`config.mk`:
```
export PLATFORM = sky130hd
export DESIGN_NAME = calc_sequencer
export DESIGN_NICKNAME = d
export VERILOG_FILES = /design/src/rtl/calc_sequencer_pkg.sv /design/src/rtl/calc_sequencer.sv
export SDC_FILE = /design/constraint.sdc
export NUM_CORES = 1
export LEC_CHECK = 0
export BUFFER_PORTS_ARGS = -buffer_cell sky130_fd_sc_hd__buf_4
export CORE_MARGIN = 2
export CORE_UTILIZATION = 35
export CTS_BUF_LIST = sky130_fd_sc_hd__clkbuf_2
export DETAILED_ROUTE_END_ITERATION = 12
export SLEW_MARGIN = 20
export SYNTH_ARGS = -nofsm -noshare
export SYNTH_HDL_FRONTEND = slang
export SYNTH_SLANG_ARGS = --single-unit
```
`constraint.sdc`:
```
create_clock -name clk -period 1.55 [get_ports clk]
set_input_delay 0.2325 -clock clk [delete_from_list [all_inputs] [get_ports clk]]
set_output_delay 0.2325 -clock clk [all_outputs]
set_load 0.02 [all_outputs]
```
`src/rtl/calc_sequencer_pkg.sv`:
```
// Shared definitions for the calculator sequencer: opcode constants, opcode class
// decode and the sequencer state encoding.
package calc_sequencer_pkg;

    localparam int CALC_WIDTH = 4;
    localparam int OP_W       = 3;

    typedef logic [OP_W-1:0] op_t;

    localparam op_t OP_ADD_AB = 3'b000;
    localparam op_t OP_SUB_AB = 3'b001;
    localparam op_t OP_ABS_B  = 3'b010;
    localparam op_t OP_ADD_BA = 3'b100;
    localparam op_t OP_SUB_BA = 3'b101;
    localparam op_t OP_ABS_A  = 3'b110;

    typedef enum logic [1:0] {
        IDLE   = 2'd0,
        WAIT_B = 2'd1,
        ISSUE  = 2'd2,
        DONE   = 2'd3
    } state_e;

    // Single-operand opcodes working on A (11x) or on B (01x).
    function automatic logic is_unary_a(input op_t op);
        return op[2] & op[1];
    endfunction

    function automatic logic is_unary_b(input op_t op);
        return ~op[2] & op[1];
    endfunction

    function automatic logic is_binary(input op_t op);
        return ~op[1];
    endfunction

endpackage

```
`src/rtl/calc_sequencer.sv`:
```
// Sequential front-end for the combinational calculator: gathers operands over a
// valid/ready input, drives stable A/B/OP, captures R/ovf and offers the result.
module calc_sequencer
    import calc_sequencer_pkg::*;
#(
    parameter int WIDTH = CALC_WIDTH,
    parameter int OPW   = OP_W
) (
    input  logic             clk,
    input  logic             rst_n,
    input  logic             in_valid,
    output logic             in_ready,
    input  logic [WIDTH-1:0] in_data,
    input  logic [OPW-1:0]   in_op,
    input  logic             chain_en,
    input  logic             clear,
    output logic [WIDTH-1:0] calc_a,
    output logic [WIDTH-1:0] calc_b,
    output logic [OPW-1:0]   calc_op,
    input  logic [WIDTH-1:0] calc_r,
    input  logic             calc_ovf,
    output logic             out_valid,
    input  logic             out_ready,
    output logic [WIDTH-1:0] result,
    output logic             ovf,
    output logic             sticky_ovf,
    output logic             busy
);

    state_e state_q, state_d;

    logic [WIDTH-1:0] calc_a_q, calc_a_d;
    logic [WIDTH-1:0] calc_b_q, calc_b_d;
    logic [OPW-1:0]   calc_op_q, calc_op_d;
    logic [WIDTH-1:0] result_q, result_d;
    logic             ovf_q, ovf_d;
    logic             sticky_q, sticky_d;
    logic [WIDTH-1:0] acc_q, acc_d;
    logic             have_acc_q, have_acc_d;
    logic             out_valid_q, out_valid_d;

    logic chained;
    logic accept_first;
    logic accept_second;

    // A chained operation always issues straight away: A comes from the accumulator.
    assign chained       = chain_en & have_acc_q;
    assign accept_first  = (state_q == IDLE) & in_valid & ~clear;
    assign accept_second = (state_q == WAIT_B) & in_valid & ~clear;

    // ------------------------------------------------------------------
    // State register
    // ------------------------------------------------------------------
    // NOTE: sequential state uses non-blocking assignments only, and reset is
    // sampled on the clock edge here (synchronous), not in the sensitivity list.
    always_ff @(posedge clk) begin
        if (!rst_n) begin
            state_q <= IDLE;
        end else begin
            state_q <= state_d;
        end
    end

    // ------------------------------------------------------------------
    // Next-state logic
    // ------------------------------------------------------------------
    // NOTE: every always_comb target gets a default first so no latch is inferred.
    always_comb begin
        state_d = state_q;
        if (clear) begin
            state_d = IDLE;
        end else begin
            unique case (state_q)
                IDLE: begin
                    if (in_valid) begin
                        if (chained || !is_binary(in_op)) begin
                            state_d = ISSUE;
                        end else begin
                            state_d = WAIT_B;
                        end
                    end
                end
                WAIT_B: begin
                    if (in_valid) begin
                        state_d = ISSUE;
                    end
                end
                ISSUE: begin
                    state_d = DONE;
                end
                DONE: begin
                    if (out_ready) begin
                        state_d = IDLE;
                    end
                end
                default: begin
                    state_d = IDLE;
                end
            endcase
        end
    end

    // ------------------------------------------------------------------
    // Outputs decoded from the current state
    // ------------------------------------------------------------------
    always_comb begin
        in_ready = (state_q == IDLE) || (state_q == WAIT_B);
        busy     = (state_q != IDLE);
    end

    // ------------------------------------------------------------------
    // Datapath next values
    // ------------------------------------------------------------------
    always_comb begin
        calc_a_d    = calc_a_q;
        calc_b_d    = calc_b_q;
        calc_op_d   = calc_op_q;
        result_d    = result_q;
        ovf_d       = ovf_q;
        sticky_d    = sticky_q;
        acc_d       = acc_q;
        have_acc_d  = have_acc_q;
        out_valid_d = out_valid_q;

        if (accept_first) begin
            calc_op_d = in_op;
            if (chained) begin
                calc_a_d = acc_q;
                if (!is_unary_a(in_op)) begin
                    calc_b_d = in_data;
                end
            end else if (is_unary_b(in_op)) begin
                calc_a_d = '0;
                calc_b_d = in_data;
            end else if (is_unary_a(in_op)) begin
                calc_a_d = in_data;
                calc_b_d = '0;
            end else begin
                calc_a_d = in_data;
            end
        end

        if (accept_second) begin
            calc_b_d = in_data;
        end

        if (!clear && state_q == ISSUE) begin
            result_d    = calc_r;
            ovf_d       = calc_ovf;
            sticky_d    = sticky_q | calc_ovf;
            acc_d       = calc_r;
            have_acc_d  = 1'b1;
            out_valid_d = 1'b1;
        end

        if (!clear && state_q == DONE && out_ready) begin
            out_valid_d = 1'b0;
        end

        // Abort drops the pending result and accumulator but keeps the last
        // captured result and the calculator operands visible.
        if (clear) begin
            out_valid_d = 1'b0;
            have_acc_d  = 1'b0;
            sticky_d    = 1'b0;
        end
    end

    // ------------------------------------------------------------------
    // Datapath registers
    // ------------------------------------------------------------------
    always_ff @(posedge clk) begin
        if (!rst_n) begin
            calc_a_q    <= '0;
            calc_b_q    <= '0;
            calc_op_q   <= '0;
            result_q    <= '0;
            ovf_q       <= 1'b0;
            sticky_q    <= 1'b0;
            acc_q       <= '0;
            have_acc_q  <= 1'b0;
            out_valid_q <= 1'b0;
        end else begin
            calc_a_q    <= calc_a_d;
            calc_b_q    <= calc_b_d;
            calc_op_q   <= calc_op_d;
            result_q    <= result_d;
            ovf_q       <= ovf_d;
            sticky_q    <= sticky_d;
            acc_q       <= acc_d;
            have_acc_q  <= have_acc_d;
            out_valid_q <= out_valid_d;
        end
    end

    assign calc_a     = calc_a_q;
    assign calc_b     = calc_b_q;
    assign calc_op    = calc_op_q;
    assign result     = result_q;
    assign ovf        = ovf_q;
    assign sticky_ovf = sticky_q;
    assign out_valid  = out_valid_q;

endmodule
```
# Yosys cells after proc, flatten, opt, wreduce, memory -nomap -nowiden
# Cells that the tools add are included.
totals:
  regBits: 21
  output_inout_bits: 20
op_classes:
  eq_ne: 7
  n_mux: 13
  bitwise: 11
  n_reduce_logical: 14
op_table:
  columns: ["cell", "n"]
  rows:
  - ["4-bit two-way mux", 8]
  - ["2-bit two-way mux", 4]
  - ["2-bit one-hot mux with 4 select lines", 1]
  - ["1-bit AND", 7]
  - ["2-bit inequality test (second input constant)", 3]
  - ["3-bit AND reduction", 2]
  - ["2-bit == test (second input constant)", 2]
  - ["2-bit nonzero test", 2]
  - ["4-bit nonzero test", 1]
  - ["1-bit logical AND", 3]
  - ["3-bit inequality test (second input constant)", 1]
  - ["1-bit NOT", 3]
  - ["3-bit OR reduction", 1]
  - ["2-bit by 1-bit == test with 1-bit output (second input constant)", 1]
  - ["2-bit zero test", 1]
  - ["1-bit logical OR", 2]
  - ["2-bit OR reduction", 1]
  - ["1-bit zero test", 1]
  - ["1-bit OR", 1]

# Longest topological paths before layout
depth:
  ltp_word: 6
  ltp_mapped: 6
  depth_no_buf: 5

# Worst setup path after synthesis
# No wires, ideal clock.
synth_path:
  kind: "register to register"
  from: "reg state_q[0]"
  to: "reg calc_b_q[0], in the netlist calc_b[0]"
  arrival_ps: 1294
  t_required_ps: 1478
  setup_slack_ps: 184
  stages_incl_launch_ff: 6
  path_buffers: 0
  period_less_slack_ps: 1366
  cell_sequence: "dfxtp_1 inv_1 ha_1 and3b_2 a31oi_4 mux2i_1"
synth_between:
  elab_chain_len: 5
  word_cells_on_any_way: 11
  cone_classes: "eq/ne: 2; mux: 1; bitwise: 4; reduce/logical: 4"
synth_rtl:
  columns: ["element", "line", "text"]
  rows:
  - ["start, declared", "calc_sequencer.sv:30", "state_e state_q, state_d;"]
  - ["start signal, assigned", "calc_sequencer.sv:60", "state_q <= state_d;"]
  - ["2-bit by 1-bit == test with 1-bit output or 2-bit zero test (tied branches)", "calc_sequencer.sv:49, calc_sequencer.sv:48", null]
  - ["1-bit AND (on tied branches) (2 in series)", "calc_sequencer.sv:49, calc_sequencer.sv:48", null]
  - ["3-bit inequality test (no line) (tied with other cells)", null, null]
  - ["3-bit AND reduction (no line)", null, null]
  - ["end signal, assigned", "calc_sequencer.sv:185", "calc_b_q <= calc_b_d;"]
  - ["end, declared", "calc_sequencer.sv:33", "logic [WIDTH-1:0] calc_b_q, calc_b_d;"]
# Several ways; a longest one is shown, not always the timed one.
# A chain may end at the register's enable or synchronous reset.

# Worst setup path in the final report
layout_path:
  from: "reg state_q[1]"
  to: "out in_ready"
layout_between:
  elab_chain_len: 2
  word_cells_on_any_way: 3
  cone_classes: "eq/ne: 1; reduce/logical: 2"
layout_rtl:
  columns: ["element", "line", "text"]
  rows:
  - ["2-bit by 1-bit == test with 1-bit output or 2-bit zero test (tied branches)", "calc_sequencer.sv:107", "in_ready = (state_q == IDLE) || (state_q == WAIT_B);"]
  - ["1-bit logical OR *", "calc_sequencer.sv:107", null]
  - ["end, declared", "calc_sequencer.sv:12", "output logic in_ready,"]
# Mark *: on every way between the ends. The rest lies on a longest branch, timed or not.

==> results.md <==
- Outcome: finished, violations left
- Violated checks: DRC
- Sequential power share: about 54%
- Drt wl/cell: roughly 13 um
- #FFs+latches synth: 21
- Static Leak: between 0.6 and 0.7 nW
- Post-synth top area share: 39.76%
- Reg2Reg Depth: 7
- Total CTS buffers: 3
- Unrepaired setup endpoints after global routing: yes
- Clock Sinks: 21
- DR pass1 iterations: 7
- Net count after synthesis: about 130
- Die Wd: 58.96 um
- Hold slack: approximately 65 ps
- Initial drt markers: 14
- Initial antenna violation count: 0
- Vias in the first global route: approximately 830
- Fill cells: 279
- Max_slew headroom: 71.78%
- Crit end category: primary output
- Slack of the critical path: between 10 and 15 ps
- Reg clk slew, reported paths: between 150 and 200 ps
- Adder-Cell Fraction of Synth Area: just under 6%
- Antenna fix cells: 0
- Simple-gate share of the synthesized area: between 10% and 20%
- Critical Path Source Type: flop
- Number of nets in the layout: ~180
- Grt ovf: 0
- Setup_tns: 0 ps
- Hold Crit Depth: 2
- Unique masters post-synth: 31
- Reg2reg start: state_q[1]$_SDFFE_PP0P_
- Worst Tran Pin Value: 422.8 ps
- Synth Area in Compound Gates: between 15 and 20%
- Routed Antenna Nets: 0
- DP Cell Count: roughly 170
- Critical path start-end classification: flop to primary output
- Crit path DAT: around 1300 ps
- Setup Skew: just over 7 ps
- Final core occ: around half
- Row Count: 19
- Hold crit path type: primary input to flop
- Reg2reg end: state_q[1]$_SDFFE_PP0P_
- Place WS: -57.06 ps
- Crit path required time: between 1000 and 1500 ps
- Power per Cell Area: between 700 and 800 nW/um^2
- Max Buffers Root-to-Sink: 2
- Worst hold endpoint: out_valid$_SDFFE_PP0P_
- Mux share of post-synthesis cell area: approximately 11%
- Clock share of power: a little over a fifth
- Core area: about 2800 um^2
- Top cells by area, synth: dfxtp_1 40%, mux2i_1 11%, ha_1 5.9%
- Area Growth Syn to Fin: 37.28%
- Hold Crit Start: out_ready
- Worst VDD drop: about 0.47 mV
- Port Buf Inserts: 37
- Vias: about 910
- Synth area leader: dfxtp_1
- Overall Global Routing Usage: 14.27%
- CTS tree: built
- Finished Layout Cells: between 150 and 200
- Seq/Total Area, Yosys: approximately two fifths
- Vias/cell: 4.978
- Die Ht: around 59 um
- Share of cells above drive strength 1: around 44%
- Post-Synth XOR/XNOR Area: 0%
- Largest net degree at the start of global routing: 13
- Initial Util: a little under two fifths
- I/O pin cnt: 38
- Syn avg cell area: 9.789 um^2
- Max_cap viols: 0
- Yosys Warn Count: 0
- Finish-stage setup viols: 0
- Mapped Area: approximately 1100 um^2
- Endpoints failing hold: 0
- DP Wirelength: between 1500 and 2000 um
- First-pass GRT wire length: about 3700 um
- Psw: 0.0003074 W
- Final Max Tran Viols: 0
- DRC Markers: 1
- WL final: about 2300 um
- H-tree lvl count: 1
- Latest clock arrival within the worst-skew pair: 330 ps
- Flop-to-flop setup slack: 100 ps
- Die area: between 3000 and 4000 um^2
- Fin crit period: about 1500 ps
- Largest family of logic cells by synthesized area: simple AND/OR/NAND/NOR gates
- Last weighted congestion value of the routability-driven placer: around 0.74
- Syn Inst Count: ~110
- Period Utilization, post-route: about 100%
- CP max FO: 4
- Comb power frac: between 20% and 30%
- Root Buffer Master: clkbuf_2
- Pint: approximately 0.00076 W
- Max Clk Rate: ~650 MHz
- Net Sw Frac: between 20% and 30%
-- state kept, by name, summed over array words and instances (netlist names) --
register,cells
acc_q,4
calc_a,4
calc_b,4
calc_op,3
state_q,2
have_acc_q,1
out_valid,1
ovf,1
sticky_ovf,1
-- metal layers --
layer	GRT usage, %	share of wire [%]	vias up
met5	0	0	-
met4	3.896	0.77	0
met3	5.055	6.1	4
met2	21.90	46	22
met1	18.97	47	415
li1	-	-	470
-- cell usage after synthesis, drive strengths merged --
master	n
or2	2
nand2b	2
and3b	2
dfxtp	21
inv	5
nand4	1
nor2	16
nand2	10
o211a	1
a211oi	2
a21o	2
a21oi	3
mux2i	12
o311ai	4
ha	5
and2b	1
o21bai	1
buf	5
a311oi	4
o2111ai	1
nand3	4
a31oi	1
nor2b	1
and2	1
or2b	1
-- power by group through the flow --
| stage | sequential (W) | combinational [W] | clock [W] |
|---|---|---|---|
| 2_1_floorplan | 0.000606 | 0.000124 | 0 |
| 3_3_place_gp | 0.000586 | 0.000228 | 0 |
| 3_5_place_dp | 0.000586 | 0.000233 | 0 |
| 4_1_cts | 0.000577 | 0.000255 | 0.000245 |
| 5_1_grt | 0.000579 | 0.000282 | 0.000271 |
| 6_report | 0.000576 | 0.000257 | 0.000235 |
-- how the worst max path moves through the flow --
stage	depth (start not counted)	end	from	slack [ps]
final	4	in_ready	state_q[1]$_SDFFE_PP0P_	10
after CTS	4	in_ready	state_q[0]$_SDFFE_PP0P_	-7
after floorplan	5	calc_b[0]$_SDFFE_PN0P_	state_q[0]$_SDFFE_PP0P_	180
after global placement	5	calc_b[1]$_SDFFE_PN0P_	state_q[1]$_SDFFE_PP0P_	60
after detailed placement	5	calc_b[3]$_SDFFE_PN0P_	state_q[1]$_SDFFE_PP0P_	-60
after global routing	4	in_ready	state_q[1]$_SDFFE_PP0P_	-70
-- critical path, stage by stage, from the launching register on --
cell and delay (ps):
dfxtp_2 390, inv_4 60, ha_4 160, or2_4 240, buf_6 130
-- area by class of cell --
type	instances	area (um^2)	share of cell area, %
sequential	21	422.9	29.14
inverter	5	21.27	1.466
multi-input combinational	77	603.1	41.55
timing repair buffer	45	345.3	23.79
clock buffer	4	20.02	1.379
tap	31	38.79	2.672
-- stage by stage --
step / area [um^2] / total power [W]
finish: 1451 / 0.001069
global route: 1451 / 0.001131
CTS: 1441 / 0.001077
detailed placement: 1344 / 0.0008187
global placement: 1344 / 0.0008139
floorplan: 1057 / 0.0007303
-- cell families after synthesis --
group	after synthesis
AND/OR/NAND/NOR	41
flip-flops	21
AO/OA/AOI/OAI	19
multiplexers	12
buffers and inverters	10
adder cells (fa/ha/maj)	5
-- repair_timing --
| item | CTS | global route |
|---|---|---|
| gates resized for setup | 12 | 1 |
| endpoints found under the setup margin | 5 | 3 |
| buffers inserted | 5 | 1 |
| pin swaps | 2 | 1 |
| hold buffers | 0 | 0 |
-- cells in the final DEF (no fill, tap or decap), drive strengths merged, types with 3 or more instances in the layout --
cell type  count
buf           45
dfxtp         21
ha             5
clkbuf         4
a21oi          3
nand3          4
nor2          16
nand2         10
inv            5
a311oi         4
o311ai         4
mux2i         12
Power figures use the tool's default switching activity.
